--- src/rtl/cpu_bus_responder_if.sv ---
// CPU parallel bus as seen at the FPGA pins: strobes, address and data in, read data and pad enable out.
interface cpu_bus_responder_if;
  logic        CS_N;
  logic        WE_N;
  logic [16:0] ADDR;
  logic [15:0] DATA_IN;
  logic [15:0] DATA_OUT;
  logic        DATA_OE;

  modport master (
    output CS_N, WE_N, ADDR, DATA_IN,
    input  DATA_OUT, DATA_OE
  );

  modport slave (
    input  CS_N, WE_N, ADDR, DATA_IN,
    output DATA_OUT, DATA_OE
  );
endinterface

--- src/rtl/cpu_bus_responder.sv ---
// CPU bus slave: each access becomes one BRAM write strobe or one read, read data driven back to the pads.
// Write strobe 3 cycles after pins go low; DATA_OE rises 1+BRAM_LATENCY+1 cycles after registered CS low.
module cpu_bus_responder #(
  parameter int BRAM_LATENCY = 2,
  parameter int WR_SETTLE    = 2
) (
  input  logic                CLK,
  input  logic                RST,
  cpu_bus_responder_if.slave  bus,
  output logic [3:0]          BRAM_WE,
  output logic [3:0]          BRAM_RE,
  output logic [13:0]         BRAM_ADDR,
  output logic [15:0]         BRAM_DIN,
  input  logic [15:0]         BRAM_DOUT_0,
  input  logic [15:0]         BRAM_DOUT_1,
  input  logic [15:0]         BRAM_DOUT_2,
  input  logic [15:0]         BRAM_DOUT_3,
  output logic [15:0]         WR_COUNT
);

  localparam int SW = ($clog2(WR_SETTLE + 1) < 1) ? 1 : $clog2(WR_SETTLE + 1);
  localparam int RW = ($clog2(BRAM_LATENCY + 1) < 1) ? 1 : $clog2(BRAM_LATENCY + 1);
  localparam logic [SW-1:0] SETTLE_LAST = SW'(WR_SETTLE - 1);
  localparam logic [RW-1:0] RD_LAST     = RW'(BRAM_LATENCY);

  typedef enum logic [2:0] {
    ST_IDLE,
    ST_WR_SETTLE,
    ST_WR_HOLD,
    ST_RD_WAIT,
    ST_RD_DRIVE
  } state_t;

  state_t        state;
  state_t        state_d;

  logic          cs_q;
  logic          we_q;
  logic [1:0]    sel_q;
  logic [13:0]   waddr_q;
  logic [15:0]   din_q;
  logic          unused_addr_lsb;

  logic [SW-1:0] settle_cnt;
  logic [SW-1:0] settle_cnt_d;
  logic [RW-1:0] rd_cnt;
  logic [RW-1:0] rd_cnt_d;

  logic          wr_commit;
  logic          rd_start;
  logic          rd_capture;
  logic [1:0]    rd_sel;
  logic [15:0]   rd_mux;
  logic [15:0]   data_out_q;

  // Byte lane bit of the CPU address carries no meaning on a 16-bit bus.
  assign unused_addr_lsb = bus.ADDR[0];

  always_ff @(posedge CLK or posedge RST) begin
    if (RST) begin
      cs_q    <= 1'b1;
      we_q    <= 1'b1;
      sel_q   <= '0;
      waddr_q <= '0;
      din_q   <= '0;
    end else begin
      cs_q    <= bus.CS_N;
      we_q    <= bus.WE_N;
      sel_q   <= bus.ADDR[16:15];
      waddr_q <= bus.ADDR[14:1];
      din_q   <= bus.DATA_IN;
    end
  end

  always_ff @(posedge CLK or posedge RST) begin
    if (RST) begin
      state      <= ST_IDLE;
      settle_cnt <= '0;
      rd_cnt     <= '0;
    end else begin
      state      <= state_d;
      settle_cnt <= settle_cnt_d;
      rd_cnt     <= rd_cnt_d;
    end
  end

  always_comb begin
    state_d      = state;
    settle_cnt_d = settle_cnt;
    rd_cnt_d     = rd_cnt;
    wr_commit    = 1'b0;
    rd_start     = 1'b0;
    rd_capture   = 1'b0;
    case (state)
      ST_IDLE: begin
        if (!cs_q) begin
          if (!we_q) begin
            state_d      = ST_WR_SETTLE;
            settle_cnt_d = SW'(1);
          end else begin
            state_d  = ST_RD_WAIT;
            rd_start = 1'b1;
            rd_cnt_d = '0;
          end
        end
      end
      ST_WR_SETTLE: begin
        if (cs_q || we_q) begin
          state_d = ST_IDLE;
        end else if (settle_cnt >= SETTLE_LAST) begin
          wr_commit = 1'b1;
          state_d   = ST_WR_HOLD;
        end else begin
          settle_cnt_d = settle_cnt + SW'(1);
        end
      end
      ST_WR_HOLD: begin
        // One strobe per low pulse: only a release of CS or WE re-arms the decoder.
        if (cs_q || we_q) begin
          state_d = ST_IDLE;
        end
      end
      ST_RD_WAIT: begin
        if (cs_q) begin
          state_d = ST_IDLE;
        end else if (rd_cnt == RD_LAST) begin
          rd_capture = 1'b1;
          state_d    = ST_RD_DRIVE;
        end else begin
          rd_cnt_d = rd_cnt + RW'(1);
        end
      end
      ST_RD_DRIVE: begin
        if (cs_q) begin
          state_d = ST_IDLE;
        end else if (!we_q) begin
          state_d      = ST_WR_SETTLE;
          settle_cnt_d = SW'(1);
        end
      end
      default: state_d = ST_IDLE;
    endcase
  end

  always_comb begin
    rd_mux = BRAM_DOUT_0;
    case (rd_sel)
      2'd0:    rd_mux = BRAM_DOUT_0;
      2'd1:    rd_mux = BRAM_DOUT_1;
      2'd2:    rd_mux = BRAM_DOUT_2;
      default: rd_mux = BRAM_DOUT_3;
    endcase
  end

  always_ff @(posedge CLK or posedge RST) begin
    if (RST) begin
      BRAM_WE    <= '0;
      BRAM_RE    <= '0;
      BRAM_ADDR  <= '0;
      BRAM_DIN   <= '0;
      WR_COUNT   <= '0;
      rd_sel     <= '0;
      data_out_q <= '0;
    end else begin
      BRAM_WE <= '0;
      BRAM_RE <= '0;
      if (rd_start) begin
        BRAM_RE   <= 4'b0001 << sel_q;
        BRAM_ADDR <= waddr_q;
        rd_sel    <= sel_q;
      end
      if (wr_commit) begin
        BRAM_WE   <= 4'b0001 << sel_q;
        BRAM_ADDR <= waddr_q;
        BRAM_DIN  <= din_q;
        WR_COUNT  <= WR_COUNT + 16'd1;
      end
      if (rd_capture) begin
        data_out_q <= rd_mux;
      end
    end
  end

  // Pad enable follows the registered strobes combinationally so it drops in the release cycle.
  assign bus.DATA_OE  = (state == ST_RD_DRIVE) && !cs_q && we_q;
  assign bus.DATA_OUT = data_out_q;

endmodule

--- src/flat_wrapper.sv ---
// flat-port wrapper written by rule: the top's interface ports become plain ports
module cpu_bus_responder_flat 
#(
  parameter int BRAM_LATENCY = 2,
  parameter int WR_SETTLE    = 2
)
  (CLK, RST, BRAM_WE, BRAM_RE, BRAM_ADDR, BRAM_DIN, BRAM_DOUT_0, BRAM_DOUT_1, BRAM_DOUT_2, BRAM_DOUT_3, WR_COUNT, bus_CS_N, bus_WE_N, bus_ADDR, bus_DATA_IN, bus_DATA_OUT, bus_DATA_OE);
  cpu_bus_responder_if bus_i ();
  input  logic CLK;
  input  logic RST;
  output logic [3:0] BRAM_WE;
  output logic [3:0] BRAM_RE;
  output logic [13:0] BRAM_ADDR;
  output logic [15:0] BRAM_DIN;
  input  logic [15:0] BRAM_DOUT_0;
  input  logic [15:0] BRAM_DOUT_1;
  input  logic [15:0] BRAM_DOUT_2;
  input  logic [15:0] BRAM_DOUT_3;
  output logic [15:0] WR_COUNT;
  input wire logic [$bits(bus_i.CS_N)-1:0] bus_CS_N;
  input wire logic [$bits(bus_i.WE_N)-1:0] bus_WE_N;
  input wire logic [$bits(bus_i.ADDR)-1:0] bus_ADDR;
  input wire logic [$bits(bus_i.DATA_IN)-1:0] bus_DATA_IN;
  output wire logic [$bits(bus_i.DATA_OUT)-1:0] bus_DATA_OUT;
  output wire logic [$bits(bus_i.DATA_OE)-1:0] bus_DATA_OE;
  assign bus_i.CS_N = bus_CS_N;
  assign bus_i.WE_N = bus_WE_N;
  assign bus_i.ADDR = bus_ADDR;
  assign bus_i.DATA_IN = bus_DATA_IN;
  assign bus_DATA_OUT = bus_i.DATA_OUT;
  assign bus_DATA_OE = bus_i.DATA_OE;
  cpu_bus_responder #(.BRAM_LATENCY(BRAM_LATENCY), .WR_SETTLE(WR_SETTLE)) u_core (.CLK(CLK), .RST(RST), .bus(bus_i), .BRAM_WE(BRAM_WE), .BRAM_RE(BRAM_RE), .BRAM_ADDR(BRAM_ADDR), .BRAM_DIN(BRAM_DIN), .BRAM_DOUT_0(BRAM_DOUT_0), .BRAM_DOUT_1(BRAM_DOUT_1), .BRAM_DOUT_2(BRAM_DOUT_2), .BRAM_DOUT_3(BRAM_DOUT_3), .WR_COUNT(WR_COUNT));
endmodule
--- config.mk ---
export PLATFORM = sky130hd
export DESIGN_NAME = cpu_bus_responder_flat
export DESIGN_NICKNAME = d
export VERILOG_FILES = /design/src/rtl/cpu_bus_responder_if.sv /design/src/rtl/cpu_bus_responder.sv /design/src/flat_wrapper.sv
export SDC_FILE = /design/constraint.sdc
export NUM_CORES = 1
export LEC_CHECK = 0
export BUFFER_PORTS_ARGS = -buffer_cell sky130_fd_sc_hd__buf_4
export CAP_MARGIN = 5
export CORE_MARGIN = 2
export CORE_UTILIZATION = 40
export CTS_BUF_LIST = sky130_fd_sc_hd__clkbuf_8
export DETAILED_ROUTE_END_ITERATION = 16
export PLACE_DENSITY = 0.68
export SLEW_MARGIN = 20
export SYNTH_ARGS = -nofsm -noshare
export SYNTH_HDL_FRONTEND = slang
export SYNTH_SLANG_ARGS = --single-unit
--- constraint.sdc ---
create_clock -name CLK -period 4 [get_ports CLK]
set_input_delay 0 -clock CLK [delete_from_list [all_inputs] [get_ports CLK]]
set_output_delay 0 -clock CLK [all_outputs]
set_load 0.005 [all_outputs]
==> results by group <==
Synthesis
  • Mean post-synth cell area: 13.8 µm²
  • Post-synthesis sequential area ratio: 63.6%
  • Post-Synthesis Cells: 323
  • Syn. warnings: 0
  • Synthesized net count: 427
  • Post-synthesis cell type count: 36
  • Synth Cell Area: approximately 0.0044 mm²
  • Synthesis-stage register bit count: 113

Worst setup path
  • CP Cell Sequence: or4b_4, nor4_1, nand3_1, xnor2_1
  • FF-to-FF Start: u_core.state[1]
  • R2r setup slk: 1790 ps
  • Worst Path Arrival: 2500 ps
  • Crit start category: flip-flop
  • Setup crit end kind: flip-flop
  • Crit Path Class: reg -> reg
  • CP Max Fanout: 12
  • CP Launch Point: u_core.state[1]
  • Critical Path RT: 4290 ps
  • Max stage delay on crit path: 610 ps
  • Slowest cell on crit path: nor4_1

Timing
  • Fin. Hold Viols: 0
  • Final Max Tran Viols: 0
  • Clock Skew: ~14 ps
  • Setup TNS: 0 ps
  • Final hold slack: 27.8 ps
  • Worst slew margin: 47.6%
  • Setup-failing EPs final: 0
  • Tmin final: 2210 ps
  • Final Cycle Share: 55.1%
  • Max frequency: 0.453 GHz
  • Worst-margin pin slew: 784 ps
  • RSZ-0062 raised after global routing: false

Global routing
  • Largest net degree at the start of global routing: 86
  • Via count of the first global-routing pass: 3453
  • Global Route Usage Sum: 18.6%
  • Global-route wire length before repair: 16.8 mm
  • Initial antenna violation count: 0
  • Overflow after GRT: 0

Flow run
  • # Max-Cap Violations: 0

Outcome
  • Outcome: finished, final reports clean

Drt
  • Wirelength, routed: 10.5 mm
  • Wirelength per Cell: 15.3 µm
  • Pre-antenna DRT Iters: 4
  • Post-route ant nets: 0
  • Vias: 3310
  • Remaining DRCs: 0
  • DR vias/cell: ~4.8
  • Initial DRC count: 86

Placed design
  • Dpl hpwl: 7.30 mm
  • Routability cong.: ~0.75
  • IO buf count: 170

Floorplanning
  • Die Y-Extent: 109 µm
  • IO Count: 172
  • Row cnt: 38
  • Die ar.: 0.0120 mm²
  • CORE AREA: 0.0108 mm²
  • Die width: 109 µm
  • Initial Utilization: 41.0%

Cells and area
  • Share of layout cells above drive strength 1: a little under half
  • Fill cell count: 868
  • Synth-to-layout area growth: 49.0%
  • Post-layout util: 61.2%
  • Antenna diodes: 0
  • Nets@finish: 640

Clock tree
  • TritonCTS buffer count: 17
  • Clock root buffer: clkbuf_8
  • Clock Path Buffers: 2
  • CTS tree: built
  • CTS sink cnt: 113
  • H-tree level count: 4
  • Clk Latency, worst-skew pair: between 400 and 500 ps
  • CTS clock-pin slew for the worst setup and hold paths: 70 ps
  • PostCTS Resize Cnt: 0

Pwr
  • Peak VDD IR: 0.000426 V
  • Pwr Total: about 3.4 mW
  • Leakage power: 3.21 nW
  • Pwr/cell area: 516 mW/mm²

Hold path
  • Hold Crit Start: BRAM_DOUT_3[0]
  • Worst Hold Class: in -> reg
worst max-delay path: cells and delay by family (launching register included):
family,cells,cell delay [ps]
and+or+nand+nor,3,1420
DFF,1,500
xor gates and xnor gates,1,170
path summary, 6_finish.rpt:
kind                       cells past startpoint                endpoint
setup / recovery                               4      u_core.WR_COUNT[7]
hold / removal                                 3  u_core.bus.DATA_OUT[0]
setup reg to reg                               4      u_core.WR_COUNT[7]
hold reg to reg                                2      u_core.BRAM_DIN[4]
max in group asynchronous                      4      u_core.WR_COUNT[8]
min in group asynchronous                      3      u_core.WR_COUNT[3]
stage by stage:
| step | cells | cell area (µm²) | setup WS [ps] |
|---|---|---|---|
| after floorplan | 323 | 4450 | 1020 |
| final | 687 | 6630 | 1790 |
| after detailed placement | 622 | 5860 | 1870 |
| after CTS | 687 | 6630 | 1820 |
| after global routing | 687 | 6630 | 1670 |
| after global placement | 622 | 5860 | 1900 |
report_power, final:
group | switching [mW] | leakage (nW) | internal, mW | total [mW]
registers | 0.188 | 1.39 | 1.34 | 1.53
clock network | 0.448 | 0.208 | 0.657 | 1.10
logic | 0.273 | 1.61 | 0.511 | 0.784
total | 0.909 | 3.21 | 2.51 | 3.42
cells by family (layout without fill, tap and decap cells):
| kind of cell | Yosys count | after routing | synth area share (%) |
|---|---|---|---|
| AND/OR/NAND/NOR | 115 | 115 | 12.7 |
| flip-flops | 113 | 113 | 63.6 |
| multiplexers | 50 | 50 | 16.7 |
| buffers and inverters | 18 | 242 | 1.83 |
| XOR/XNOR | 15 | 15 | 2.95 |
| AO/OA/AOI/OAI | 9 | 9 | 1.41 |
| adder cells (fa/ha/maj) | 3 | 3 | 0.844 |
routing by layer:
| layer | vias up | part of all wire [%] | GRT usage (%) |
|---|---|---|---|
| li1 | 1551 | - | - |
| met3 | 20 | 3.6 | 4.74 |
| met1 | 1657 | 39 | 22.5 |
| met2 | 82 | 55 | 31.2 |
| met5 | - | 0 | 0 |
| met4 | 0 | 2.5 | 8.41 |
layout by cell type (no fill, tap or decap), types with 3 or more instances in the layout:
cell type / synthesis / final
bufinv_16: 0 / 3
ha_1: 3 / 3
nand3_1: 9 / 9
nor3_1: 10 / 9
xnor2_1: 9 / 9
nand2_1: 56 / 56
mux2_2: 33 / 33
mux4_2: 16 / 16
dlygate4sd3_1: 0 / 35
nor2_1: 14 / 14
dfrtp_1: 111 / 110
nand2b_1: 3 / 3
xor2_1: 6 / 6
nand4_1: 6 / 6
clkbuf_8: 0 / 20
buf_4: 0 / 173
nor3b_1: 4 / 4
inv_1: 4 / 4
registers in the layout, summed over array words and instances (netlist names):
register             cells
u_core.BRAM_ADDR        14
u_core.BRAM_DIN         16
u_core.BRAM_RE           4
u_core.BRAM_WE           4
u_core.WR_COUNT         16
u_core.bus.DATA_OUT     16
u_core.cs_q              1
u_core.din_q            16
u_core.rd_cnt            2
u_core.rd_sel            2
u_core.sel_q             2
u_core.settle_cnt        2
u_core.state             3
u_core.waddr_q          14
u_core.we_q              1
Yosys cell counts:
master / count / area (µm²)
buf_6: 1 / 11.3
o2bb2ai_1: 2 / 17.5
and3_1: 2 / 12.5
dfrtp_1: 111 / 2780
nand2_1: 56 / 210
inv_1: 4 / 15.0
mux2_2: 33 / 372
o31ai_1: 1 / 7.51
a21oi_1: 2 / 10.0
nor2_1: 14 / 52.6
a31o_2: 1 / 8.76
o21ai_1: 1 / 5.00
a31oi_1: 1 / 6.26
and4_1: 2 / 17.5
nor3b_1: 4 / 30.0
mux4_2: 16 / 360
xnor2_1: 9 / 78.8
or3_4: 1 / 11.3
or2_2: 1 / 6.26
buf_2: 5 / 25.0
nand4_1: 6 / 37.5
or4b_4: 1 / 13.8
nand3_1: 9 / 45.0
ha_1: 3 / 37.5
nor4_1: 1 / 6.26
o21a_1: 1 / 7.51
and4b_1: 1 / 10.0
nor2b_1: 1 / 6.26
nand2b_1: 3 / 18.8
nor3_1: 10 / 50.1
xor2_1: 6 / 52.6
clkbuf_1: 8 / 30.0
nand3b_1: 2 / 15.0
mux2i_1: 1 / 10.0
nor4_4: 1 / 21.3
dfstp_2: 2 / 52.6
area by class of cell:
cell class / instances / area [µm²] / area share (%)
clock buffers: 20 / 275 / 4.15
clock inverters: 10 / 136 / 2.06
inverters: 4 / 20.0 / 0.302
multi-input cells: 192 / 1540 / 23.3
flip-flops and latches: 113 / 2830 / 42.7
well taps: 140 / 175 / 2.64
repair buffers: 208 / 1650 / 24.9
timing repair:
action / 4_1_cts / 5_1_grt
hold buffers: 35 / 0
endpoints found under the hold margin: 116 / 0
buffers inserted: 0 / 0
Power figures use the tool's default switching activity.
